==> config.mk <==
export PLATFORM = sky130hd
export DESIGN_NAME = systolic_fir_tap_flat
export DESIGN_NICKNAME = d
export VERILOG_FILES = /design/src/rtl/systolic_fir_tap_pkg.sv /design/src/rtl/systolic_fir_tap_if.sv /design/src/rtl/systolic_fir_tap_acc.sv /design/src/rtl/systolic_fir_tap.sv /design/src/flat_wrapper.sv
export SDC_FILE = /design/constraint.sdc
export NUM_CORES = 1
export LEC_CHECK = 0
export ABC_AREA = 1
export CAP_MARGIN = 20
export CORE_MARGIN = 1.5
export CORE_UTILIZATION = 45
export CTS_BUF_LIST = sky130_fd_sc_hd__clkbuf_8
export DETAILED_ROUTE_END_ITERATION = 10
export GPL_TIMING_DRIVEN = 0
export PLACE_DENSITY = 0.7
export SLEW_MARGIN = 20
export SYNTH_ARGS = -nofsm -noshare
export SYNTH_HDL_FRONTEND = slang
export SYNTH_SLANG_ARGS = --single-unit
==> constraint.sdc <==
create_clock -name clk -period 13 [get_ports clk]
set_input_delay 2.6 -clock clk [delete_from_list [all_inputs] [get_ports clk]]
set_output_delay 2.6 -clock clk [all_outputs]
set_load 0.005 [all_outputs]
==> src/rtl/systolic_fir_tap_pkg.sv <==
// Shared widths, types and the saturating-add helper for the systolic FIR tap.
// Optional feature macro: SYSTOLIC_TAP_SAT_EN (saturating accumulate with sticky ovf).
package systolic_fir_pkg;

  localparam int DATA_W = 18;
  localparam int COEF_W = 18;
  localparam int ACC_W  = 48;
  localparam int SAT_W  = 64;

  typedef logic signed [DATA_W-1:0] sample_t;
  typedef logic signed [COEF_W-1:0] coef_t;
  typedef logic signed [ACC_W-1:0]  acc_t;

  typedef enum logic {COEF_EMPTY, COEF_LOADED} coef_state_e;

  typedef struct packed {
    logic signed [SAT_W-1:0] sum;
    logic                    ovf;
  } sat_res_t;

  // Operands must already be sign-extended from at most w bits, with w < SAT_W,
  // so the SAT_W-bit sum itself can never wrap.
  function automatic sat_res_t sat_add(input logic signed [SAT_W-1:0] a,
                                       input logic signed [SAT_W-1:0] b,
                                       input int unsigned             w);
    logic signed [SAT_W-1:0] s;
    logic signed [SAT_W-1:0] hi;
    logic signed [SAT_W-1:0] lo;
    sat_res_t r;
    s  = a + b;
    hi = (64'sd1 <<< (w - 1)) - 64'sd1;
    lo = -hi - 64'sd1;
    r.sum = s;
    r.ovf = 1'b0;
    if (s > hi) begin
      r.sum = hi;
      r.ovf = 1'b1;
    end else if (s < lo) begin
      r.sum = lo;
      r.ovf = 1'b1;
    end
    return r;
  endfunction

endpackage

==> src/rtl/systolic_fir_tap_if.sv <==
// Data, partial-sum and coefficient-chain signals of one systolic FIR tap.
interface systolic_fir_tap_if
  import systolic_fir_pkg::*;
#(
  parameter int DATA_WIDTH = DATA_W,
  parameter int COEF_WIDTH = COEF_W,
  parameter int ACC_WIDTH  = ACC_W
);
  logic                         ena;
  logic signed [DATA_WIDTH-1:0] x_in;
  logic signed [DATA_WIDTH-1:0] x_out;
  logic signed [ACC_WIDTH-1:0]  pin;
  logic signed [ACC_WIDTH-1:0]  pout;
  logic signed [COEF_WIDTH-1:0] coef_sin;
  logic                         coef_shift;
  logic signed [COEF_WIDTH-1:0] coef_sout;
  logic                         coef_commit;
  logic                         coef_valid;
  logic                         ovf;

  modport master (
    output ena, x_in, pin, coef_sin, coef_shift, coef_commit,
    input  x_out, pout, coef_sout, coef_valid, ovf
  );

  modport slave (
    input  ena, x_in, pin, coef_sin, coef_shift, coef_commit,
    output x_out, pout, coef_sout, coef_valid, ovf
  );
endinterface

==> src/rtl/systolic_fir_tap_acc.sv <==
// Registered partial-sum stage: pout <= pin + sext(m) on enabled edges.
// Wraps by default; with SYSTOLIC_TAP_SAT_EN it clamps and raises a sticky ovf.
module fir_tap_acc
  import systolic_fir_pkg::*;
#(
  parameter int PROD_WIDTH = 36,
  parameter int ACC_WIDTH  = 48
) (
  input  logic                         clk,
  input  logic                         aclr,
  input  logic                         ena_i,
`ifdef SYSTOLIC_TAP_SAT_EN
  input  logic                         ovf_clr_i,
`endif
  input  logic signed [ACC_WIDTH-1:0]  pin_i,
  input  logic signed [PROD_WIDTH-1:0] m_i,
  output logic signed [ACC_WIDTH-1:0]  pout_o,
  output logic                         ovf_o
);
  logic signed [ACC_WIDTH-1:0] pout_q, pout_d;

`ifdef SYSTOLIC_TAP_SAT_EN
  sat_res_t res;
  logic     ovf_q;

  always_comb begin
    res    = sat_add({{(SAT_W-ACC_WIDTH){pin_i[ACC_WIDTH-1]}}, pin_i},
                     {{(SAT_W-PROD_WIDTH){m_i[PROD_WIDTH-1]}}, m_i},
                     ACC_WIDTH);
    pout_d = res.sum[ACC_WIDTH-1:0];
  end

  // A clamp on the same edge as a commit wins, so the fresh event is not lost.
  always_ff @(posedge clk or posedge aclr) begin
    if (aclr) begin
      ovf_q <= 1'b0;
    end else if (ena_i && res.ovf) begin
      ovf_q <= 1'b1;
    end else if (ovf_clr_i) begin
      ovf_q <= 1'b0;
    end
  end

  assign ovf_o = ovf_q;
`else
  assign pout_d = pin_i + {{(ACC_WIDTH-PROD_WIDTH){m_i[PROD_WIDTH-1]}}, m_i};
  assign ovf_o  = 1'b0;
`endif

  always_ff @(posedge clk or posedge aclr) begin
    if (aclr) begin
      pout_q <= '0;
    end else if (ena_i) begin
      pout_q <= pout_d;
    end
  end

  assign pout_o = pout_q;
endmodule

==> src/rtl/systolic_fir_tap.sv <==
// One systolic FIR tap: 2-deep sample delay, registered multiply, registered add of pin.
// Double-buffered coefficient loaded via a serial daisy chain; optional SYSTOLIC_TAP_SAT_EN.
module systolic_fir_tap
  import systolic_fir_pkg::*;
#(
  parameter int DATA_WIDTH = DATA_W,
  parameter int COEF_WIDTH = COEF_W,
  parameter int ACC_WIDTH  = ACC_W
) (
  input logic               clk,
  input logic               aclr,
  systolic_fir_tap_if.slave bus
);
  localparam int PROD_WIDTH = DATA_WIDTH + COEF_WIDTH;

  if (ACC_WIDTH < PROD_WIDTH + 1) begin : g_width_chk
    $error("systolic_fir_tap: ACC_WIDTH must be >= DATA_WIDTH+COEF_WIDTH+1");
  end
  if (ACC_WIDTH >= SAT_W) begin : g_sat_width_chk
    $error("systolic_fir_tap: ACC_WIDTH must be < SAT_W");
  end

  logic signed [DATA_WIDTH-1:0] x_d1_q, x_d2_q;
  logic signed [PROD_WIDTH-1:0] m_q, m_d;
  logic signed [COEF_WIDTH-1:0] coef_sh_q, coef_act_q;
  coef_state_e                  coef_state_q;

  assign m_d = x_d2_q * coef_act_q;

  always_ff @(posedge clk or posedge aclr) begin
    if (aclr) begin
      x_d1_q <= '0;
      x_d2_q <= '0;
      m_q    <= '0;
    end else if (bus.ena) begin
      x_d1_q <= bus.x_in;
      x_d2_q <= x_d1_q;
      m_q    <= m_d;
    end
  end

  // Independent of ena; commit samples the shadow before any same-cycle shift.
  always_ff @(posedge clk or posedge aclr) begin
    if (aclr) begin
      coef_sh_q    <= '0;
      coef_act_q   <= '0;
      coef_state_q <= COEF_EMPTY;
    end else begin
      if (bus.coef_shift) begin
        coef_sh_q <= bus.coef_sin;
      end
      if (bus.coef_commit) begin
        coef_act_q   <= coef_sh_q;
        coef_state_q <= COEF_LOADED;
      end
    end
  end

  fir_tap_acc #(
    .PROD_WIDTH(PROD_WIDTH),
    .ACC_WIDTH (ACC_WIDTH)
  ) u_acc (
    .clk      (clk),
    .aclr     (aclr),
    .ena_i    (bus.ena),
`ifdef SYSTOLIC_TAP_SAT_EN
    .ovf_clr_i(bus.coef_commit),
`endif
    .pin_i    (bus.pin),
    .m_i      (m_q),
    .pout_o   (bus.pout),
    .ovf_o    (bus.ovf)
  );

  assign bus.x_out      = x_d2_q;
  assign bus.coef_sout  = coef_sh_q;
  assign bus.coef_valid = (coef_state_q == COEF_LOADED);
endmodule

==> src/flat_wrapper.sv <==
// flat-port wrapper written by rule: the top's interface ports become plain ports
module systolic_fir_tap_flat import systolic_fir_pkg::*;
#(
  parameter int DATA_WIDTH = DATA_W,
  parameter int COEF_WIDTH = COEF_W,
  parameter int ACC_WIDTH  = ACC_W
)
  (clk, aclr, bus_ena, bus_x_in, bus_pin, bus_coef_sin, bus_coef_shift, bus_coef_commit, bus_x_out, bus_pout, bus_coef_sout, bus_coef_valid, bus_ovf);
  systolic_fir_tap_if #(.DATA_WIDTH(DATA_WIDTH), .COEF_WIDTH(COEF_WIDTH), .ACC_WIDTH(ACC_WIDTH)) bus_i ();
  input logic clk;
  input logic aclr;
  input wire logic [$bits(bus_i.ena)-1:0] bus_ena;
  input wire logic [$bits(bus_i.x_in)-1:0] bus_x_in;
  input wire logic [$bits(bus_i.pin)-1:0] bus_pin;
  input wire logic [$bits(bus_i.coef_sin)-1:0] bus_coef_sin;
  input wire logic [$bits(bus_i.coef_shift)-1:0] bus_coef_shift;
  input wire logic [$bits(bus_i.coef_commit)-1:0] bus_coef_commit;
  output wire logic [$bits(bus_i.x_out)-1:0] bus_x_out;
  output wire logic [$bits(bus_i.pout)-1:0] bus_pout;
  output wire logic [$bits(bus_i.coef_sout)-1:0] bus_coef_sout;
  output wire logic [$bits(bus_i.coef_valid)-1:0] bus_coef_valid;
  output wire logic [$bits(bus_i.ovf)-1:0] bus_ovf;
  assign bus_i.ena = bus_ena;
  assign bus_i.x_in = bus_x_in;
  assign bus_i.pin = bus_pin;
  assign bus_i.coef_sin = bus_coef_sin;
  assign bus_i.coef_shift = bus_coef_shift;
  assign bus_i.coef_commit = bus_coef_commit;
  assign bus_x_out = bus_i.x_out;
  assign bus_pout = bus_i.pout;
  assign bus_coef_sout = bus_i.coef_sout;
  assign bus_coef_valid = bus_i.coef_valid;
  assign bus_ovf = bus_i.ovf;
  systolic_fir_tap #(.DATA_WIDTH(DATA_WIDTH), .COEF_WIDTH(COEF_WIDTH), .ACC_WIDTH(ACC_WIDTH)) u_core (.clk(clk), .aclr(aclr), .bus(bus_i));
endmodule
# Yosys cells after proc, flatten, opt, wreduce, memory -nomap -nowiden
# Cells that the tools add are included.
# totals
ff_bits	157
inputBits	89
output_inout_bits	86
word_cells	9
# classes
n_addsub	1
multipliers	1
# ops
op	count
48-bit adder	1
18-bit by 18-bit multiplier with 36-bit output	1

# Logic depth before layout (Yosys ltp)
# Gate-level depths: netlist of the first run.
# logic_depth
ltp_word	1
mapped_depth	30
depth_no_buf	28

# Modules after synthesis
# Synthesis of the first run repeated with hierarchy kept, for this count alone.
# unflattened
hier_cells	3244
area_unflattened_um2	23142.2
# modules_own_cells
mod	instances	cells_per_inst	area_per_inst_um2
systolic_fir_tap	1	2183	17147.7
fir_tap_acc	1	1061	5994.5

# Worst setup path before layout of the first run
# Ideal clock, no wire load.
# synth_timing
path_type	register -> register
startpoint	register u_core.x_d2_q[17], in the netlist u_core.bus.x_out[17]
endpoint	register u_core.m_q[29]
setup_time_ps	118
arrival_ps	5601
required_ps	12882
path_slack_ps	7281
stages_incl_launch_ff	23
synth_period_minus_slack_ps	5719
cell_sequence	dfrtp_1 clkbuf_1 clkbuf_1 nand2_1 fa_1 inv_1 fa_1 fa_1 fa_1 fa_1 inv_1 fa_1 inv_1 ha_1 nand2_1 nor2_1 nand2_1 nor3b_1 nand2_1 nand3_1 nand2_1 nand3_1 nand2_1
# synth_between
elab_chain_len	1
# synth_rtl
element	line_no	rtl
start, declared	systolic_fir_tap.sv:23	logic signed [DATA_WIDTH-1:0] x_d1_q, x_d2_q;
start signal, assigned	systolic_fir_tap.sv:37	x_d2_q <= x_d1_q;
18-bit by 18-bit multiplier with 36-bit output	systolic_fir_tap.sv:28	assign m_d = x_d2_q * coef_act_q;
end signal, assigned	systolic_fir_tap.sv:38	m_q <= m_d;
end, declared	systolic_fir_tap.sv:24	logic signed [PROD_WIDTH-1:0] m_q, m_d;
# No other way between the ends.
# A chain may end at the register's enable or synchronous reset.

# Worst setup path in the final report of the first run
# layout_timing
startpoint	register u_core.coef_act_q[4]
endpoint	register u_core.m_q[29]
# layout_between
elab_chain_len	1
# layout_rtl
element	line_no	rtl
start, declared	systolic_fir_tap.sv:25	logic signed [COEF_WIDTH-1:0] coef_sh_q, coef_act_q;
start signal, assigned	systolic_fir_tap.sv:53	coef_act_q <= coef_sh_q;
18-bit by 18-bit multiplier with 36-bit output	systolic_fir_tap.sv:28	
# No other way between the ends.

==> results.json, run 1 <==
{
  "status": "complete, no violations",
  "synth_cell_types": 38,
  "crit_chain": "clkbuf_1 > buf_1 > nand2_1 > fa_1 > inv_1 > fa_1 > fa_1 > fa_1 > fa_1 > inv_1 > fa_1 > inv_1 > ha_1 > nand2_1 > nor2_1 > nand2_1 > nor3b_1 > nand2_1 > nand3_1 > nand2_1 > nand3_1 > nand2_1",
  "syn-num-nets": 3854,
  "cts_root_buffer": "clkbuf_8",
  "grt_usage": 0.281,
  "start_util": 0.454,
  "top_layer_used": "met4",
  "die_w_um": 230,
  "hp-class": "reg2reg",
  "final_hold_viol_count": 0,
  "hold_ws_ps": 477,
  "met1_length_um": 29700,
  "via_per_inst": 4.90,
  "critPathRequiredTime_ps": 13470,
  "cp_data_arrival_time_ps": 7710,
  "core_sq_um": 51200,
  "first_iter_violations": 1367,
  "vias": 20482,
  "setup_viol": 0,
  "fin_crit_sh": 0.556,
  "period_needed_ps": 7230,
  "cp_top_family": "adder cells",
  "fill_cells": 5111,
  "numClockSinks": 157,
  "antenna_cells": 0,
  "cp-end-kind": "flip-flop",
  "max_freq_mhz": 138,
  "ys_warn_count": 0,
  "synth.avg_cell_area_sq_um": 7.05,
  "slowest_stage": "fa_1",
  "die_area_sq_um": 53000,
  "drt_first_pass_iters": 5,
  "synth_top_area_share": 0.284,
  "final_cell_count_no_fill": 4179,
  "hold_buffers": 0,
  "antenna_found_initial": 0,
  "cp_max_fo": 10,
  "yosysTopAreaCell": "fa_1",
  "wl_met3_um": 5120,
  "netlist_area_sq_um": 23200,
  "criticalPathCategory": "reg2reg",
  "port-buffer-count": 171,
  "fin_skew_ps": 20.5,
  "slew_violations": 0,
  "io_pins": 175,
  "drive_above_1_share": 0.0289,
  "grt_pass1_vias": 20777,
  "clkTransAtPathRegs_ps": 100,
  "cts_buffer_depth": 2,
  "die_y_um": 230,
  "finalSetupTns_ps": 0,
  "hpwl_um": 59100,
  "place_area_sq_um": 25800,
  "overflow": 0,
  "place_inst": 4147,
  "crit_path_max_incr_delay_ps": 880,
  "synthTopCellsByArea": "fa_1 28%, nand2_1 19%, dfrtp_1 17%",
  "drt_wl_total_um": 70800,
  "grt_max_degree": 101,
  "grt_pass1_wl_um": 113000,
  "post_cts_buffers": 0,
  "relSlewSlack": 0.374,
  "rows": 83,
  "stdcell_area_sq_um": 26200,
  "gp_congestion": 0.953,
  "crit_buf_inv": 5,
  "cap_violations": 0,
  "ys_seq_area_frac": 0.169,
  "final_net_count": 4045,
  "area_delta_synth_final_pct": 12.9,
  "rsz0062_at_grt": "no",
  "cts_tree": "built",
  "tightest_slew_ps": 939,
  "drt-wirelength-per-cell_um": 16.9,
  "ys_seq_elements": 157,
  "synthCells": 3295,
  "wl_met2_um": 33200,
  "htreeDepth": 4,
  "final_antenna_net_count": 0,
  "drc_errors": 0,
  "clock_latency_ps": 580,
  "cts_resized": 0,
  "numCtsBuffers": 17,
  "startpoint_type": "flip-flop"
}
## worst reg2reg max path, stage by stage (launching register included)
cell and delay, ps:
dfrtp_1 330, clkbuf_1 590, buf_1 670, nand2_1 230, fa_1 640, inv_1 150, fa_1 880, fa_1 560
fa_1 480, fa_1 540, inv_1 50, fa_1 470, inv_1 40, ha_1 370, nand2_1 120, nor2_1 240
nand2_1 110, nor3b_1 180, nand2_1 130, nand3_1 100, nand2_1 50, nand3_1 110, nand2_1 60
## metrics by stage
| stage | setup WS (ps) | utilization |
|---|---|---|
| after floorplan | 6170 | - |
| after global placement | 3690 | 0.504 |
| after detailed placement | 5820 | 0.505 |
| after CTS | 5820 | 0.513 |
| after global routing | 5250 | 0.513 |
| final | 5770 | 0.513 |
## area by class of cell
class	count	area, sq um	area share
plain buffers	105	405	0.0154
well taps	680	851	0.0324
inverters	868	3270	0.124
repair buffers	172	1740	0.0663
clock buffers	19	262	0.00996
clock inverters	13	141	0.00539
flip-flops and latches	157	3930	0.150
multi-input cells	2165	15700	0.596
## synth_stat cells
| cell type | instances |
|---|---|
| nand2_1 | 1154 |
| inv_1 | 863 |
| fa_1 | 330 |
| dfrtp_1 | 157 |
| ha_1 | 140 |
| nand3_1 | 118 |
| nor2_1 | 110 |
| o21ai_0 | 86 |
| clkbuf_1 | 77 |
| a21oi_1 | 59 |
| nand4_1 | 28 |
| buf_1 | 21 |
| xnor2_1 | 19 |
| nand2_2 | 14 |
| nor2_2 | 12 |
| nor3_1 | 12 |
| nand3b_1 | 11 |
| nor2_4 | 9 |
| xor2_1 | 9 |
| nor3_2 | 7 |
| or2_2 | 7 |
| a31oi_1 | 6 |
| buf_2 | 6 |
| o21bai_1 | 6 |
| inv_2 | 5 |
| or2_1 | 5 |
| a21o_1 | 3 |
| and2_1 | 3 |
| nand3_2 | 3 |
| o21ai_1 | 3 |
| mux2_2 | 2 |
| o21a_1 | 2 |
| o21ai_2 | 2 |
| o31ai_1 | 2 |
| buf_4 | 1 |
| conb_1 | 1 |
| nor3b_1 | 1 |
| o21bai_2 | 1 |
## per-layer routing
layer	GRT usage	vias up
met5	0	-
met4	0.114	0
met3	0.0562	137
met2	0.468	728
met1	0.356	9718
li1	-	9899
## flip-flops by register name (all words and copies together), names as in the netlist
| signal | cells |
|---|---|
| u_core.bus.coef_valid | 1 |
| u_core.bus.coef_sout | 18 |
| u_core.x_d1_q | 18 |
| u_core.coef_act_q | 18 |
| u_core.bus.x_out | 18 |
| u_core.m_q | 36 |
| u_core.u_acc.pout_o | 48 |
## cell families (layout without fill, tap and decap cells)
kind of cell / count (synthesis) / in the layout / synth area share
AND/OR/NAND/NOR: 1494 / 1494 / 0.263
buffers and inverters: 973 / 1177 / 0.158
adder cells (fa/ha/maj): 470 / 470 / 0.360
AO/OA/AOI/OAI: 170 / 170 / 0.0389
flip-flops: 157 / 157 / 0.169
XOR/XNOR: 28 / 28 / 0.0106
multiplexers: 2 / 2 / 0.000969
other: 1 / 1 / 0.000161
## cells in the final DEF (no fill, tap or decap), types with 9 or more instances in the layout
| cell type | instances |
|---|---|
| nand2_1 | 1154 |
| inv_1 | 864 |
| fa_1 | 330 |
| clkdlybuf4s50_1 | 171 |
| dfrtp_1 | 157 |
| ha_1 | 140 |
| nand3_1 | 118 |
| nor2_1 | 110 |
| o21ai_0 | 86 |
| clkbuf_1 | 77 |
| a21oi_1 | 59 |
| nand4_1 | 28 |
| buf_1 | 21 |
| xnor2_1 | 19 |
| clkbuf_8 | 19 |
| nand2_2 | 14 |
| nor2_2 | 12 |
| nor3_1 | 12 |
| nand3b_1 | 11 |
| xor2_1 | 9 |
| nor2_4 | 9 |
## worst paths after layout
| check | start | to | slack (ps) | depth (start not counted) |
|---|---|---|---|---|
| min in group asynchronous | aclr | u_core.bus.x_out[12] | 2450 | 2 |
| setup reg to reg | u_core.coef_act_q[4] | u_core.m_q[29] | 5770 | 22 |
| hold reg to reg | u_core.x_d1_q[3] | u_core.x_d1_q[3] | 480 | 2 |
| hold / removal | u_core.x_d1_q[3] | u_core.x_d1_q[3] | 480 | 2 |
| setup / recovery | u_core.coef_act_q[4] | u_core.m_q[29] | 5770 | 22 |
| max in group asynchronous | aclr | u_core.bus.x_out[9] | 9690 | 3 |
Power of run 1 is not shown: default switching activity piles up to over one toggle a cycle in this logic, so the estimate is an artifact.
==> inputs of run 2 (changes only) <==
==> constraint.sdc (replaced) <==
create_clock -name clk -period 6.95 [get_ports clk]
set_input_delay 1.39 -clock clk [delete_from_list [all_inputs] [get_ports clk]]
set_output_delay 1.39 -clock clk [all_outputs]
set_load 0.005 [all_outputs]
==> run 2 against run 1 <==
Net effect:
- first-iteration DRC count rose by 6.4%
- core utilization fell by 0.054 points
- cell count fell by 0.29%
- sequential cell count did not move
- critical path type unchanged
- setup slack got worse by 5600 ps
- clock skew fell by 0.54 ps
- final area fell by 0.11%
- die area did not move
- worst hold slack barely moved
==> results.json, run 2 (same netlist as run 1, synthesis figures left out) <==
{
  "status": "complete, no violations",
  "fin_crit_sh": 0.972,
  "max_freq_mhz": 148,
  "fill_cells": 5110,
  "cts_resized": 5,
  "period_needed_ps": 6760,
  "hp-class": "reg2reg",
  "finalSetupTns_ps": 0,
  "relSlewSlack": 0.389,
  "reg2reg_setup_slack_ps": 190,
  "grt_usage": 0.281,
  "fin_skew_ps": 19.9,
  "grt_pass1_vias": 20777,
  "drt_first_pass_iters": 6,
  "min_from": "u_core.x_d1_q[6]",
  "cp_data_arrival_time_ps": 7230,
  "grt_pass1_wl_um": 113000,
  "numClockSinks": 157,
  "cp_max_fo": 10,
  "die_w_um": 230,
  "drt-wirelength-per-cell_um": 17.0,
  "post-place-ws_ps": -232,
  "hpwl_um": 59100,
  "rsz0062_at_grt": "no",
  "final_net_count": 4033,
  "cts_tree": "built",
  "cts_buffer_depth": 2,
  "die_area_sq_um": 53000,
  "final_hold_viol_count": 0,
  "critPathRequiredTime_ps": 7420,
  "clock_latency_ps": 570,
  "overflow": 0,
  "vias": 20414,
  "drc_errors": 0,
  "clkTransAtPathRegs_ps": 100,
  "rr_startpoint": "u_core.bus.x_out[15]",
  "antenna_cells": 0,
  "fin_ws_ps": 193,
  "final_antenna_net_count": 0,
  "largest_register_ffs": 48,
  "layout_commonest_cell": "nand2_1",
  "hold_buffers": 0,
  "cp-end-kind": "flip-flop",
  "via_per_inst": 4.90,
  "stdcell_area_sq_um": 26200,
  "utilization": 0.512,
  "area_delta_synth_final_pct": 12.8,
  "setup_viol": 0,
  "gp_congestion": 0.953,
  "drt_wl_total_um": 70800,
  "htreeDepth": 4,
  "slew_violations": 0,
  "criticalPathCategory": "reg2reg",
  "rr_worst_depth": 24,
  "numCtsBuffers": 17,
  "tightest_slew_ps": 917,
  "crit_end": "u_core.m_q[25]",
  "multi_input_area_sq_um": 15700,
  "antenna_found_initial": 0,
  "cap_violations": 0,
  "start_util": 0.454,
  "post_cts_buffers": 0,
  "io_pins": 175,
  "port-buffer-count": 171,
  "first_iter_violations": 1454,
  "die_y_um": 230,
  "critPathLaunch": "u_core.bus.x_out[15]",
  "drive_above_1_share": 0.0324,
  "rr_endpoint": "u_core.m_q[25]",
  "startpoint_type": "flip-flop",
  "place_area_sq_um": 25800,
  "area.sequential_sq_um": 3930,
  "final_cell_mix": "1154 x nand2_1, 864 x inv_1, 329 x fa_1",
  "grt_max_degree": 101,
  "rows": 83,
  "cts_root_buffer": "clkbuf_8",
  "core_sq_um": 51200
}
## run 2: cell types whose count changed in the layout (fill, tap and decap cells not counted), sizes merged
cell and change:
clkbuf -11, buf -1
## run 2: per-stage QoR
stage	hold slack, ps	std cells
after CTS	474	4179
after detailed placement	456	4147
after floorplan	442	3295
after global routing	496	4167
final	477	4167
after global placement	456	4146
## run 2: worst max-delay path: stages (launching register included)
cell	delay, ps
dfrtp_1	360
clkbuf_1	490
clkbuf_1	620
nand2_1	160
fa_1	540
inv_1	60
fa_1	510
inv_1	50
fa_1	480
fa_1	540
inv_1	80
fa_1	540
inv_1	50
fa_1	470
inv_1	40
ha_1	370
nand2_1	100
inv_1	90
nand2_1	90
nor3_1	420
nand3_1	230
nand3_1	140
nand2_1	50
nand3_1	110
nand2_1	60
## run 2: routing by layer
layer  global-route usage  up-vias  share of wire
met5                    0        -              0
met2                0.468      660           0.47
met4                0.114        0          0.039
li1                     -     9881              -
met1                0.356     9736           0.43
met3               0.0562      137          0.067
## run 2: cell type report
| class | count | area share |
|---|---|---|
| Timing Repair Buffer | 172 | 0.0663 |
| Tap cell | 680 | 0.0325 |
| Inverter | 868 | 0.125 |
| Clock inverter | 13 | 0.00539 |
| Multi-Input combinational cell | 2165 | 0.597 |
| Sequential cell | 157 | 0.150 |
| Buffer | 93 | 0.0142 |
| Clock buffer | 19 | 0.00997 |
## run 2: how the worst min path moves through the flow
| stage | end | slack [ps] | cells after the start |
|---|---|---|---|
| finish | u_core.x_d1_q[6] | 480 | 2 |
| global route | u_core.bus.coef_valid | 500 | 1 |
| CTS | u_core.bus.x_out[8] | 470 | 2 |
| detailed placement | u_core.bus.coef_valid | 460 | 1 |
| global placement | u_core.x_d1_q[8] | 460 | 2 |
| floorplan | u_core.x_d1_q[0] | 440 | 2 |
Power of run 2 is left out for the same reason.
==> inputs of run 3 (changes only) <==
--- a/config.mk
+++ b/config.mk
@@ -7,12 +7,14 @@
 export LEC_CHECK = 0
 export ABC_AREA = 1
 export CAP_MARGIN = 20
+export CELL_PAD_IN_SITES_DETAIL_PLACEMENT = 0
+export CELL_PAD_IN_SITES_GLOBAL_PLACEMENT = 1
 export CORE_MARGIN = 1.5
 export CORE_UTILIZATION = 45
 export CTS_BUF_LIST = sky130_fd_sc_hd__clkbuf_8
 export DETAILED_ROUTE_END_ITERATION = 10
 export GPL_TIMING_DRIVEN = 0
-export PLACE_DENSITY = 0.7
+export PLACE_DENSITY = 0.9
 export SLEW_MARGIN = 20
 export SYNTH_ARGS = -nofsm -noshare
 export SYNTH_HDL_FRONTEND = slang
==> run 3 against run 2 <==
Net effect:
- final area about the same
- first-iteration DRC count down 12%
- register-to-register slack gained 110 ps
- die area did not move
- critical path depth shrank 3
- via count is 0.51% lower
- worst hold slack improved by 2.6 ps
- non-clock buffer count up 2
- clock-buffer cell count decreased by 2
- core utilization about the same
- sequential share of layout area about the same
- global-route usage down 0.16 points
==> results.json, run 3 (same netlist as run 1, synthesis figures left out) <==
{
  "status": "complete, no violations",
  "grt_pass1_vias": 20981,
  "overflow": 0,
  "setup_viol": 0,
  "via_per_inst": 4.87,
  "hp-class": "reg2reg",
  "period_needed_ps": 6650,
  "hpwl_um": 60000,
  "hold_buffers": 0,
  "cp-end-kind": "flip-flop",
  "criticalPathCategory": "reg2reg",
  "slew_violations": 0,
  "critPathRequiredTime_ps": 7390,
  "hold_ws_ps": 480,
  "drt_first_pass_iters": 5,
  "final_cell_count_no_fill": 4169,
  "antenna_cells": 0,
  "grt_pass1_wl_um": 113000,
  "rows": 83,
  "drive_above_1_share": 0.0335,
  "start_util": 0.454,
  "max_freq_mhz": 150,
  "post_cts_buffers": 0,
  "die_area_sq_um": 53000,
  "fin_ws_ps": 302,
  "first_iter_violations": 1273,
  "rsz0062_at_grt": "no",
  "fin_skew_ps": 21.8,
  "grt_max_degree": 89,
  "clkTransAtPathRegs_ps": 100,
  "cp_data_arrival_time_ps": 7090,
  "clock_latency_ps": 570,
  "cp_max_fo": 10,
  "die_w_um": 230,
  "drt_wl_total_um": 70700,
  "vias": 20310,
  "gp_congestion": 1.00,
  "startpoint_type": "flip-flop",
  "layout_commonest_cell": "nand2_1",
  "final_net_count": 4035,
  "numClockSinks": 157,
  "cap_violations": 0,
  "drc_errors": 0,
  "htreeDepth": 4,
  "cts_root_buffer": "clkbuf_8",
  "final_hold_viol_count": 0,
  "numCtsBuffers": 17,
  "place_inst": 4147,
  "relSlewSlack": 0.411,
  "utilization": 0.512,
  "cts_buffer_depth": 2,
  "drt-wirelength-per-cell_um": 16.9,
  "port-buffer-count": 171,
  "grt_usage": 0.279,
  "antenna_found_initial": 0,
  "largest_register_ffs": 48,
  "io_pins": 175,
  "tightest_slew_ps": 884,
  "post-place-ws_ps": -608,
  "die_y_um": 230,
  "final_cell_mix": "1154 x nand2_1, 863 x inv_1, 329 x fa_1",
  "cts_tree": "built",
  "core_sq_um": 51200,
  "fin_crit_sh": 0.957,
  "area_delta_synth_final_pct": 12.9,
  "final_antenna_net_count": 0
}
## run 3: changes by cell type in the layout (fill, tap and decap cells not counted), moves of 2 or more
cell and delta:
clkbuf_2 +3, inv_8 +2, clkinv_4 -2, clkbuf_8 -2, inv_6 +3
## run 3: repair_timing
action | in CTS | in global routing
gates cloned | 0 | 0
endpoints found under the setup margin | 13 | 15
hold endpoints to repair | 0 | 0
resized for setup | 4 | 18
## run 3: area by class of cell
| class | instances | area, sq um |
|---|---|---|
| fill | 5286 | 25000 |
| tap | 680 | 851 |
| multi-input combinational | 2165 | 15700 |
| buffer | 95 | 382 |
| clock buffer | 17 | 234 |
| clock inverter | 15 | 178 |
| inverter | 868 | 3270 |
| sequential | 157 | 3930 |
| timing repair buffer | 172 | 1740 |
## run 3: metrics by stage
step | instance area [sq um] | TNS [ps]
floorplan | 23200 | 0
CTS | 26200 | 0
global placement | 25800 | -152610
finish | 26200 | 0
global route | 26200 | 0
detailed placement | 25800 | -4970
## run 3: metal layers
metal	wire length (um)	part of all wire	vias to the layer above	GRT usage
met4	2710	0.038	0	0.110
met5	0	0	-	0
met2	34500	0.49	600	0.489
li1	-	-	9900	-
met3	4120	0.058	131	0.0449
met1	29300	0.41	9679	0.343
## run 3: worst paths after layout
check                      slack [ps]                     end             startpoint  cells after the start
max                               300          u_core.m_q[30]   u_core.coef_act_q[4]                     21
min                               480   u_core.bus.coef_valid  u_core.bus.coef_valid                      1
max reg2reg                       300          u_core.m_q[30]   u_core.coef_act_q[4]                     21
min reg2reg                       480   u_core.bus.coef_valid  u_core.bus.coef_valid                      1
max in group asynchronous        4840    u_core.bus.x_out[14]                   aclr                      3
min in group asynchronous        1310  u_core.u_acc.pout_o[4]                   aclr                      2
## run 3: worst max-delay path, cell delays in order (launching register included)
cell	delay, ps
dfrtp_1	710
clkbuf_2	400
nand2_1	180
fa_1	640
inv_1	180
fa_2	760
fa_1	510
fa_1	510
fa_1	500
inv_1	50
fa_1	470
inv_1	40
ha_1	360
nand2_1	160
nor2_1	270
nand2_1	160
nor3_1	160
nand2_1	150
nand3_1	100
nand2_1	50
nand3_1	80
nand2_1	70
Power of run 3 is left out for the same reason.
